## src/rtl/vdp_super_high_res_writer.sv

```systemverilog
// Super high-res VRAM writer: packs CPU bytes into super_color / super_mid words and queues them for the arbiter.
// Build option VDP_SUPER_HIGH_RES_FLUSH_EN: an address write mid-word pushes the zero-filled partial word first.
module vdp_super_high_res_writer #(
  parameter int unsigned FIFO_DEPTH = 4
) (
  input  logic        clk,
  input  logic        reset,
  input  logic        vdp_super,
  input  logic        super_color,
  input  logic        super_mid,
  input  logic        cpu_wr,
  input  logic [1:0]  cpu_port,
  input  logic [7:0]  cpu_data,
  output logic        cpu_busy,
  output logic        overflow,
  output logic        vram_wr_req,
  output logic [16:0] vram_wr_addr,
  output logic [31:0] vram_wr_data,
  input  logic        vram_wr_ack
);
  localparam int unsigned PW = $clog2(FIFO_DEPTH);
  localparam int unsigned CW = PW + 1;

  typedef struct packed {
    logic [16:0] addr;
    logic [31:0] data;
  } entry_t;

  entry_t        mem [FIFO_DEPTH];
  entry_t        push_entry;
  logic [PW-1:0] rd_ptr_q, rd_ptr_d, wr_ptr_q;
  logic [CW-1:0] count_q, count_d, remain;
  logic [16:0]   ptr_q, ptr_d, addr_base;
  logic [1:0]    byte_cnt_q, byte_cnt_d, cnt_eff, last_byte, lane;
  logic [31:0]   asm_q, asm_d, asm_eff, word;
  logic          color_q, mid_q;
  logic          active, mode_chg, pop, push, can_push, overflow_d;

  // Byte assembly, pointer update and push decision
  always_comb begin
    active     = vdp_super & (super_color | super_mid);
    mode_chg   = (super_color != color_q) | (super_mid != mid_q);
    cnt_eff    = mode_chg ? 2'd0 : byte_cnt_q;
    asm_eff    = mode_chg ? 32'd0 : asm_q;
    last_byte  = super_color ? 2'd2 : 2'd3;
    lane       = last_byte - cnt_eff;
    pop        = vram_wr_req & vram_wr_ack;
    can_push   = (count_q != CW'(FIFO_DEPTH)) | pop;
    word       = asm_eff;
    addr_base  = ptr_q;
    push       = 1'b0;
    push_entry = '0;
    ptr_d      = ptr_q;
    byte_cnt_d = cnt_eff;
    asm_d      = asm_eff;
    overflow_d = overflow;

    case (lane)
      2'd0:    word[7:0]   = cpu_data;
      2'd1:    word[15:8]  = cpu_data;
      2'd2:    word[23:16] = cpu_data;
      default: word[31:24] = cpu_data;
    endcase

    if (cpu_wr) begin
      if (cpu_port != 2'd3) begin
`ifdef VDP_SUPER_HIGH_RES_FLUSH_EN
        if (cnt_eff != 2'd0) begin
          if (can_push) begin
            push       = 1'b1;
            push_entry = '{addr: ptr_q, data: asm_eff};
            addr_base  = ptr_q + 17'd2;
          end else begin
            overflow_d = 1'b1;
          end
        end
`endif
        ptr_d = addr_base;
        case (cpu_port)
          2'd0:    ptr_d[7:0]  = cpu_data;
          2'd1:    ptr_d[15:8] = cpu_data;
          default: ptr_d[16]   = cpu_data[0];
        endcase
        byte_cnt_d = 2'd0;
        asm_d      = 32'd0;
      end else if (active) begin
        if (cnt_eff == last_byte) begin
          // A dropped completing byte leaves the assembly intact so a retry finishes the word
          if (can_push) begin
            push       = 1'b1;
            push_entry = '{addr: ptr_q, data: word};
            ptr_d      = ptr_q + 17'd2;
            byte_cnt_d = 2'd0;
            asm_d      = 32'd0;
          end else begin
            overflow_d = 1'b1;
          end
        end else begin
          byte_cnt_d = cnt_eff + 2'd1;
          asm_d      = word;
        end
      end
    end

    count_d  = count_q + CW'(push) - CW'(pop);
    remain   = count_q - CW'(pop);
    rd_ptr_d = rd_ptr_q + PW'(pop);
  end

  always_ff @(posedge clk) begin
    if (push) mem[wr_ptr_q] <= push_entry;
  end

  // Head is presented one cycle after it is written, from entries that survive this edge
  always_ff @(posedge clk or posedge reset) begin
    if (reset) begin
      ptr_q        <= 17'd0;
      byte_cnt_q   <= 2'd0;
      asm_q        <= 32'd0;
      color_q      <= 1'b0;
      mid_q        <= 1'b0;
      count_q      <= '0;
      rd_ptr_q     <= '0;
      wr_ptr_q     <= '0;
      overflow     <= 1'b0;
      cpu_busy     <= 1'b0;
      vram_wr_req  <= 1'b0;
      vram_wr_addr <= 17'd0;
      vram_wr_data <= 32'd0;
    end else begin
      ptr_q       <= ptr_d;
      byte_cnt_q  <= byte_cnt_d;
      asm_q       <= asm_d;
      color_q     <= super_color;
      mid_q       <= super_mid;
      count_q     <= count_d;
      rd_ptr_q    <= rd_ptr_d;
      wr_ptr_q    <= wr_ptr_q + PW'(push);
      overflow    <= overflow_d;
      cpu_busy    <= (count_d == CW'(FIFO_DEPTH));
      vram_wr_req <= (remain != '0);
      if (remain != '0) begin
        vram_wr_addr <= mem[rd_ptr_d].addr;
        vram_wr_data <= mem[rd_ptr_d].data;
      end
    end
  end
endmodule

```

## config.mk

```make
export PLATFORM = sky130hd
export DESIGN_NAME = vdp_super_high_res_writer
export DESIGN_NICKNAME = d
export VERILOG_FILES = /design/src/rtl/vdp_super_high_res_writer.sv
export SDC_FILE = /design/constraint.sdc
export NUM_CORES = 1
export LEC_CHECK = 0
export CORE_MARGIN = 10
export CORE_UTILIZATION = 53
export CTS_CLUSTER_SIZE = 30
export DETAILED_ROUTE_END_ITERATION = 6
export GPL_TIMING_DRIVEN = 0
export PLACE_DENSITY_LB_ADDON = 0.05
export SLEW_MARGIN = 15
export SYNTH_ARGS = -nofsm -noshare
export SYNTH_HDL_FRONTEND = slang
export SYNTH_SLANG_ARGS = --single-unit
```

## constraint.sdc

```tcl
create_clock -name clk -period 15.5 [get_ports clk]
set_clock_uncertainty 0.05 [all_clocks]
set_input_delay 1.55 -clock clk [delete_from_list [all_inputs] [get_ports clk]]
set_output_delay 1.55 -clock clk [all_outputs]
set_load 0.02 [all_outputs]
```

==> results of run 1 <==
==> layout by cell type (no fill, tap or decap), types with 5 or more instances in the layout <==
cell type,instances
nand4_1,5
buf_4,9
mux4_2,49
a31oi_1,6
a22o_1,17
buf_6,5
buf_1,10
nand2_1,57
dfrtp_1,112
nand3b_1,16
o22a_1,5
mux2_2,50
ha_1,7
a32o_1,18
clkinv_2,5
and2_1,19
xnor2_1,7
inv_1,8
clkbuf_1,38
clkdlybuf4s50_1,61
nor2_1,20
o21ai_0,7
o21ai_1,10
clkbuf_16,31
a21oi_1,54
nand3_1,26
edfxtp_1,196
==> routing by layer <==
layer | GRT usage [%] | vias up | wire (um)
met4 | 6.06 | 0 | 708
met2 | 28.1 | 242 | 12800
met5 | 0 | - | 0
met3 | 3.23 | 54 | 1700
met1 | 24.4 | 3708 | 11600
li1 | - | 3293 | -
==> where the power goes <==
part	internal, W	total (W)	switching, W
logic	0.000421	0.000793	0.000372
clock network	0.000430	0.000724	0.000294
registers	0.000947	0.000990	0.0000429
total	0.00180	0.00251	0.000709
==> state kept, by name, summed over array words and instances (netlist names), 2 cells and up <==
| register | count |
|---|---|
| addr_base | 17 |
| vram_wr_data | 32 |
| vram_wr_addr | 17 |
| count_q | 3 |
| byte_cnt_q | 2 |
| wr_ptr_q | 2 |
| asm_q | 32 |
| rd_ptr_q | 2 |
| mem | 196 |
==> logic make-up (layout without fill, tap and decap cells) <==
| family | count (synthesis) | after routing | synth area share (%) |
|---|---|---|---|
| buf+inv | 54 | 191 | 1.65 |
| xor+xnor | 11 | 11 | 0.885 |
| compound gates | 135 | 135 | 7.30 |
| simple gates | 168 | 168 | 6.93 |
| flops | 308 | 308 | 69.1 |
| other cells | 0 | 1 | 0 |
| fa+ha+maj | 8 | 8 | 0.855 |
| mux | 100 | 100 | 13.3 |
==> worst max-delay path by stage <==
stage,cells after the start,slack (ns),end
final,16,10.0,cpu_busy
after CTS,16,9.97,cpu_busy
after detailed placement,16,9.43,cpu_busy
after global placement,9,4.12,mem[1][28]
after floorplan,8,8.31,mem[1][0]
after global routing,16,9.67,cpu_busy
==> area by class of cell <==
class                   instances  share of cell area [%]
well taps                     319                    2.68
diodes                          1                  0.0168
plain buffers                  43                    1.12
multi-input cells             422                    24.9
clock buffers                  43                    5.72
clock inverters                14                   0.976
flip-flops and latches        308                    58.4
inverters                      11                   0.311
repair buffers                 80                    5.81
==> metrics by stage <==
step / power (W) / hold WS [ns] / cells
global route: 0.00264 / 0.466 / 1241
global placement: 0.00180 / 0.433 / 1164
floorplan: 0.00156 / 0.416 / 784
CTS: 0.00254 / 0.453 / 1240
finish: 0.00251 / 0.450 / 1241
detailed placement: 0.00182 / 0.432 / 1183
==> impl_metrics.yaml, run 1 <==
logic_synthesis:
  syn_inst: 784
  ys_seq_area_share_pct: 69.1
  yosysMostFrequentCell: "edfxtp_1"
  ys_types: 51
  synthArstFlopShare_pct: 36.4
  synth_warnings: 0
  syn_avg_cell_area_sq_um: 16.0
  synth_top_area_cell: "edfxtp_1"
  synthesis.area_sq_um: 12600
  synth_edf_count: 196
  synthTopCellsByArea: "edfxtp_1 47%, dfrtp_1 22%, mux4_2 8.8%"
  synth-seq-cells: 308
  synth_top_area_share_pct: 46.8
  synth_fp_nets: 809
  synthTopCellsByCount: "196 x edfxtp_1, 112 x dfrtp_1, 57 x nand2_1"
  synth_flop_cell: "edfxtp_1"
run_status:
  outcome: "finished clean"
finish:
  fillCellCount: 1788
  final_util_pct: 63.5
  fin_area_sq_um: 14900
  multi_input_area_sq_um: 3710
  drive_gt1_share_pct: 19.8
  syn_to_final_growth_pct: 18.2
  fin_nets: 922
  seq_area_sq_um: 8690
clock_network:
  clk-insertion-delay-late_ns: 0.55
  h-tree-depth: 1
  cts_hold_buf: 0
  numCtsBuffers: 31
  clock_tree.buffer_depth: 3
  cts_tree: "yes"
  post_cts.repair.setup_buffers: 0
  cts_root_buffer: "clkbuf_16"
  clk_pin_slew_worst_paths_ns: 0.06
  ctsResizeCount: 0
  clock-sinks: 308
worst_setup_path:
  cp-start-kind: "input port"
  crit_fanout: 10
  path_cells: "clkdlybuf4s50_1 > xnor2_1 > and3_1 > ha_1 > nand2_1 > nor3_4 > nand3_1 > clkbuf_1 > clkbuf_1 > ha_1 > inv_1 > ha_1 > fa_1 > xnor2_1 > xnor2_1 > nor3b_1"
  endpoint_kind: "register"
  r2r_setup_slack_ns: 11.32
  rr_worst_depth: 15
  critPathMaxStageDelay_ns: 0.73
  crit_type: "in -> reg"
  crit_buf_inv: 4
  r2r_end: "cpu_busy"
  critPathTopFamily: "buffers and inverters"
  crit_start: "super_color"
  cp.required_ns: 15.88
  critPathSlowestCell: "clkdlybuf4s50_1"
  r2r-start: "mid_q"
  cp_data_arrival_time_ns: 5.89
worst_hold_path:
  min_from: "rd_ptr_q[0]"
  min_path_cells: 1
  min_to: "rd_ptr_q[0]"
  hold_class: "reg -> reg"
route:
  wl_per_cell_um: 21.6
  wl_um: 26800
  first_iter_violations: 607
  ant_nets: 0
  drc: 0
  dr.pass1.iters: 5
  via_count: 7297
  routed_via_density: 5.88
sta:
  tightest_slew_ns: 1.02
  fin_tns_setup_ns: 0
  fmax_mhz: 182
  drv_slew: 0
  period_needed_ns: 5.50
  finalSetupViolCount: 0
  slew_headroom_pct: 31.6
  period_share_pct: 35.5
  rsz0062_at_grt: "no"
  setup_ws_ns: 10.0
  final-hold-violation-count: 0
floorplan:
  rows: 56
  core-area_sq_um: 23400
  start_util_pct: 53.8
  io_pins: 69
  die_area_sq_um: 30300
  die_h_um: 174
  fp.dieW_um: 174
pwr:
  power_density_nw_per_um2: 169
  ir_drop_mv: 0.119
  leakage_nw: 5.08
placement:
  place_congestion: 0.871
  placed_area_sq_um: 13900
  dpl.hpwl_um: 18400
  post-place-ws_ns: 9.43
  io_buffers: 61
flow_run:
  max-cap-violations: 0
global_routing:
  grt_pass1_wl_um: 43000
  first_global_vias: 7686
  antenna_found_initial: 1
  track_usage_pct: 17.8
  grt-ovfl-total: 0
  grt_max_degree: 82
Power figures use the tool's default switching activity.
==> run 2, diff against run 1 <==
- clock period: 15.5 -> 5.55 ns (I/O delays scaled with it)
==> impl_metrics.yaml, run 2 (synthesis results as in run 1) <==
global_routing:
  grt-ovfl-total: 0
  first_global_vias: 7653
  grt_pass1_wl_um: 43200
  track_usage_pct: 17.7
  grt_max_degree: 74
  antenna_found_initial: 1
worst_setup_path:
  critPathMaxStageDelay_ns: 0.74
  endpoint_kind: "register"
  path_cells: "clkdlybuf4s50_1 > xnor2_1 > and3_1 > ha_1 > nand2_1 > nor3_4 > nand3_1 > clkbuf_1 > clkbuf_1 > ha_1 > inv_1 > ha_1 > fa_1 > xnor2_1 > xnor2_1 > nor3b_1"
  cp-start-kind: "input port"
  crit_buf_inv: 4
  crit_fanout: 10
  crit_start: "super_color"
  r2r-start: "color_q"
  critPathSlowestCell: "clkdlybuf4s50_1"
  cp_data_arrival_time_ns: 5.01
  crit_type: "in -> reg"
  critPathTopFamily: "buffers and inverters"
  cp.required_ns: 5.95
run_status:
  outcome: "finished clean"
placement:
  place_congestion: 0.880
  dpl.hpwl_um: 18000
  io_buffers: 61
finish:
  fin_nets: 914
  fillCellCount: 1754
  final_util_pct: 63.3
  multi_input_area_sq_um: 3720
  largest_register_ffs: 196
  final_common_cell: "edfxtp_1"
  top_regs: "mem (196), asm_q (32), vram_wr_data (32)"
  top_register: "mem"
  drive_gt1_share_pct: 18.8
  syn_to_final_growth_pct: 17.7
  seq_area_sq_um: 8690
  final_cell_mix: "196 x edfxtp_1, 112 x dfrtp_1, 61 x clkdlybuf4s50_1"
route:
  dr.pass1.iters: 6
  first_iter_violations: 628
  ant_nets: 0
  wl_um: 26900
  drc: 0
  via_count: 7272
  routed_via_density: 5.89
  wl_per_cell_um: 21.8
clock_network:
  cts_tree: "yes"
  numCtsBuffers: 31
  cts_root_buffer: "clkbuf_16"
  clock-sinks: 308
  clk_pin_slew_worst_paths_ns: 0.06
  post_cts.repair.setup_buffers: 0
  cts_hold_buf: 0
  ctsResizeCount: 0
  clk-insertion-delay-late_ns: 0.55
  h-tree-depth: 1
  clock_tree.buffer_depth: 3
floorplan:
  fp.dieW_um: 174
  rows: 56
  core-area_sq_um: 23400
  die_area_sq_um: 30300
  start_util_pct: 53.8
  io_pins: 69
  die_h_um: 174
sta:
  finalSetupViolCount: 0
  period_share_pct: 83.1
  tightest_slew_ns: 0.976
  slew_headroom_pct: 34.6
  fmax_mhz: 217
  period_needed_ns: 4.61
  timing.hold.ws_ns: 0.338
  final-hold-violation-count: 0
  drv_slew: 0
  rsz0062_at_grt: "no"
pwr:
  ir_drop_mv: 0.354
  leakage_nw: 5.03
  power_density_nw_per_um2: 470
worst_hold_path:
  hold_class: "in -> async"
flow_run:
  max-cap-violations: 0
==> run 2: changes by cell type in the layout (fill, tap and decap cells not counted), sizes merged <==
| cell | delta |
|---|---|
| buf | -8 |
| bufinv | -1 |
| clkinv | +3 |
| clkinvlp | -2 |
| diode | +1 |
==> run 2: power breakdown <==
| part | internal [W] | total [W] | switching, W |
|---|---|---|---|
| combinational | 0.00118 | 0.00222 | 0.00104 |
| sequential | 0.00264 | 0.00276 | 0.000119 |
| clock | 0.00115 | 0.00197 | 0.000819 |
==> run 2: per-layer routing <==
| layer | global-route usage, % | part of all wire (%) | up-vias | routed length [um] |
|---|---|---|---|---|
| met3 | 3.29 | 5.4 | 40 | 1440 |
| met2 | 28.9 | 49 | 212 | 13100 |
| met4 | 5.20 | 2.3 | 0 | 614 |
| li1 | - | - | 3270 | - |
| met1 | 23.7 | 43 | 3750 | 11700 |
| met5 | 0 | 0 | - | 0 |
==> run 2: stage by stage <==
stage          instance area (sq um)  std cells  setup slack (ns)  TNS, ns  total power (W)
6_report                       14800       1234             0.936        0          0.00696
5_1_grt                        14800       1233             0.546        0          0.00732
4_1_cts                        14800       1232             0.957        0          0.00706
3_5_place_dp                   13800       1175             0.417        0          0.00508
3_3_place_gp                   13600       1164             -2.14  -252.11          0.00502
2_1_floorplan                  12600        784             0.838        0          0.00437
==> run 2: worst paths after layout <==
check	end	slack [ns]	depth (start not counted)
max in group asynchronous	vram_wr_data[3]	4.36	3
setup reg to reg	cpu_busy	1.27	15
min in group clk	vram_wr_addr[1]	0.45	1
hold reg to reg	vram_wr_addr[1]	0.45	1
setup / recovery	cpu_busy	0.94	16
hold / removal	vram_wr_addr[1]	0.34	2
==> run 2: area by class of cell <==
class | instances | share of cell area [%]
Inverter | 11 | 0.313
Timing Repair Buffer | 72 | 5.52
Clock buffer | 43 | 5.74
Multi-Input combinational cell | 422 | 25.1
Sequential cell | 308 | 58.7
Antenna cell | 2 | 0.0338
Clock inverter | 14 | 0.786
Tap cell | 319 | 2.69
Buffer | 43 | 1.12
==> run 3, diff against run 2 <==
- clock period: 5.55 -> 3.9 ns (I/O delays scaled with it)
==> impl_metrics.yaml, run 3 (synthesis results as in run 1) <==
clock_network:
  cts_tree: "yes"
  numCtsBuffers: 31
  clk_pin_slew_worst_paths_ns: 0.06
  clock-sinks: 308
  cts_root_buffer: "clkbuf_16"
  h-tree-depth: 1
  clock_tree.buffer_depth: 3
  clk-insertion-delay-late_ns: 0.54
route:
  wl_um: 27300
  via_count: 7345
  ant_nets: 0
  drc: 0
  routed_via_density: 5.96
  first_iter_violations: 675
  dr.pass1.iters: 6
  wl_per_cell_um: 22.2
pwr:
  p_int_w: 0.00699
  combPwrFrac_pct: 32.3
  switchingPower_w: 0.00286
  ir_drop_mv: 0.434
  power_density_nw_per_um2: 665
  p_sw_share_pct: 29.0
  seqPwrFrac_pct: 40.0
  leakage_nw: 5.04
  power_frac_clock_pct: 27.7
  total_power_w: 0.00985
worst_setup_path:
  cp.required_ns: 4.30
  critPathMaxStageDelay_ns: 0.43
  path_cells: "xnor2_2 > and3_1 > ha_1 > nand2_1 > nor3_4 > nand3_1 > buf_4 > ha_1 > inv_1 > ha_1 > fa_1 > xnor2_1 > xnor2_1 > nor3b_2"
  crit_buf_inv: 2
  cp-start-kind: "register"
  critPathTopFamily: "adder cells"
  crit_type: "reg -> reg"
  crit_path_frequent_cell: "ha_1"
  endpoint_kind: "register"
  cp_data_arrival_time_ns: 4.01
  critPathSlowestCell: "dfrtp_1"
  crit_fanout: 19
global_routing:
  use_met2_pct: 29.2
  grt-busiest-layer: "met2"
  first_global_vias: 7773
  use_met1_pct: 24.8
  track_usage_pct: 18.0
  grt_max_degree: 83
  grt-ovfl-total: 0
  grt_pass1_wl_um: 44000
  gr-usage-met3_pct: 3.14
  antenna_found_initial: 1
sta:
  finalSetupViolCount: 0
  period_share_pct: 92.3
  fmax_mhz: 278
  period_needed_ns: 3.60
  tightest_slew_ns: 1.05
  final-hold-violation-count: 0
  drv_slew: 0
  rsz0062_at_grt: "no"
  slew_headroom_pct: 29.4
floorplan:
  core-area_sq_um: 23400
  start_util_pct: 53.8
  die_area_sq_um: 30300
  fp.dieW_um: 174
  io_pins: 69
  die_h_um: 174
  rows: 56
finish:
  top_register: "mem"
  largest_register_ffs: 196
  finalNonFillerCells: 1233
  fin_nets: 914
  final_cell_mix: "196 x edfxtp_1, 112 x dfrtp_1, 59 x clkdlybuf4s50_1"
  drive_gt1_share_pct: 19.4
  seq_area_sq_um: 8690
  multi_input_area_sq_um: 3740
  top_regs: "mem (196), asm_q (32), vram_wr_data (32)"
  fillCellCount: 1786
  syn_to_final_growth_pct: 17.7
  final_common_cell: "edfxtp_1"
placement:
  place_congestion: 0.869
  dpl.hpwl_um: 18200
  io_buffers: 61
  placedCellCount: 1175
run_status:
  outcome: "finished clean"
flow_run:
  max-cap-violations: 0
worst_hold_path:
  hold_class: "in -> async"
-- run 3: cell types whose count changed in the layout (fill, tap and decap cells not counted), sizes merged --
cell           delta
buf               +2
bufinv            -1
clkbuf            -6
clkdlybuf4s50     -2
clkinv            +3
clkinvlp          +1
dlygate4sd2       +1
dlymetal6s2s      +1
-- run 3: power by group through the flow --
stage | combinational [W] | sequential [W] | clock, W
final | 0.00318 | 0.00394 | 0.00273
after floorplan | 0.00198 | 0.00424 | 0
after global routing | 0.00347 | 0.00398 | 0.00293
after CTS | 0.00325 | 0.00394 | 0.00277
after detailed placement | 0.00323 | 0.00400 | 0
after global placement | 0.00317 | 0.00398 | 0
-- run 3: final timing paths --
| path | depth (start not counted) | start | end | slack [ns] |
|---|---|---|---|---|
| worst max-delay path | 14 | mid_q | cpu_busy | 0.30 |
| worst min register to register | 1 | rd_ptr_q[0] | rd_ptr_q[0] | 0.45 |
| max in group asynchronous | 3 | reset | vram_wr_addr[12] | 2.91 |
| worst min-delay path | 2 | reset | vram_wr_data[31] | 0.14 |
| worst max register to register | 14 | mid_q | cpu_busy | 0.30 |
| min in group clk | 1 | super_mid | mid_q | 0.15 |
-- run 3: routing by layer --
metal | share of wire [%] | wire [um]
met5 | 0 | 0
met2 | 48 | 13200
met3 | 5.8 | 1580
met4 | 2.0 | 546
met1 | 44 | 12000
-- run 3: worst reg2reg max path: cells and delay by family, from the launching register on --
kind / cells / cell delay [ns]
fa+ha+maj: 4 / 1.27
simple gates: 5 / 0.91
xor+xnor: 3 / 0.56
flops: 1 / 0.43
buf+inv: 2 / 0.30
-- run 3: through the flow --
stage	cell area, sq um	TNS (ns)	hold slack, ns	util, %	worst slack, ns
floorplan	12600	0	0.371	-	0.125
detailed placement	13900	-54.92	0.436	59.2	-1.16
CTS	14800	0	0.154	63.2	0.0434
global route	14800	0	0.143	63.3	0.0390
global placement	13600	-497.87	0.433	58.2	-2.09
finish	14800	0	0.144	63.3	0.298
-- run 3: repair_timing --
action | 4_1_cts | 5_1_grt
gates cloned | 0 | 0
resized for setup | 3 | 5
endpoints found under the setup margin | 3 | 1
buffers inserted | 1 | 0
hold endpoints to repair | 0 | 0
hold buffers | 0 | 0
pin swaps | 1 | 0
-- run 3: layout make-up --
class | instances | share of cell area (%)
repair buffers | 73 | 5.67
flip-flops and latches | 308 | 58.6
clock inverters | 17 | 0.693
clock buffers | 39 | 5.57
plain buffers | 42 | 1.12
multi-input cells | 422 | 25.3
inverters | 11 | 0.313
well taps | 319 | 2.69
diodes | 2 | 0.0338
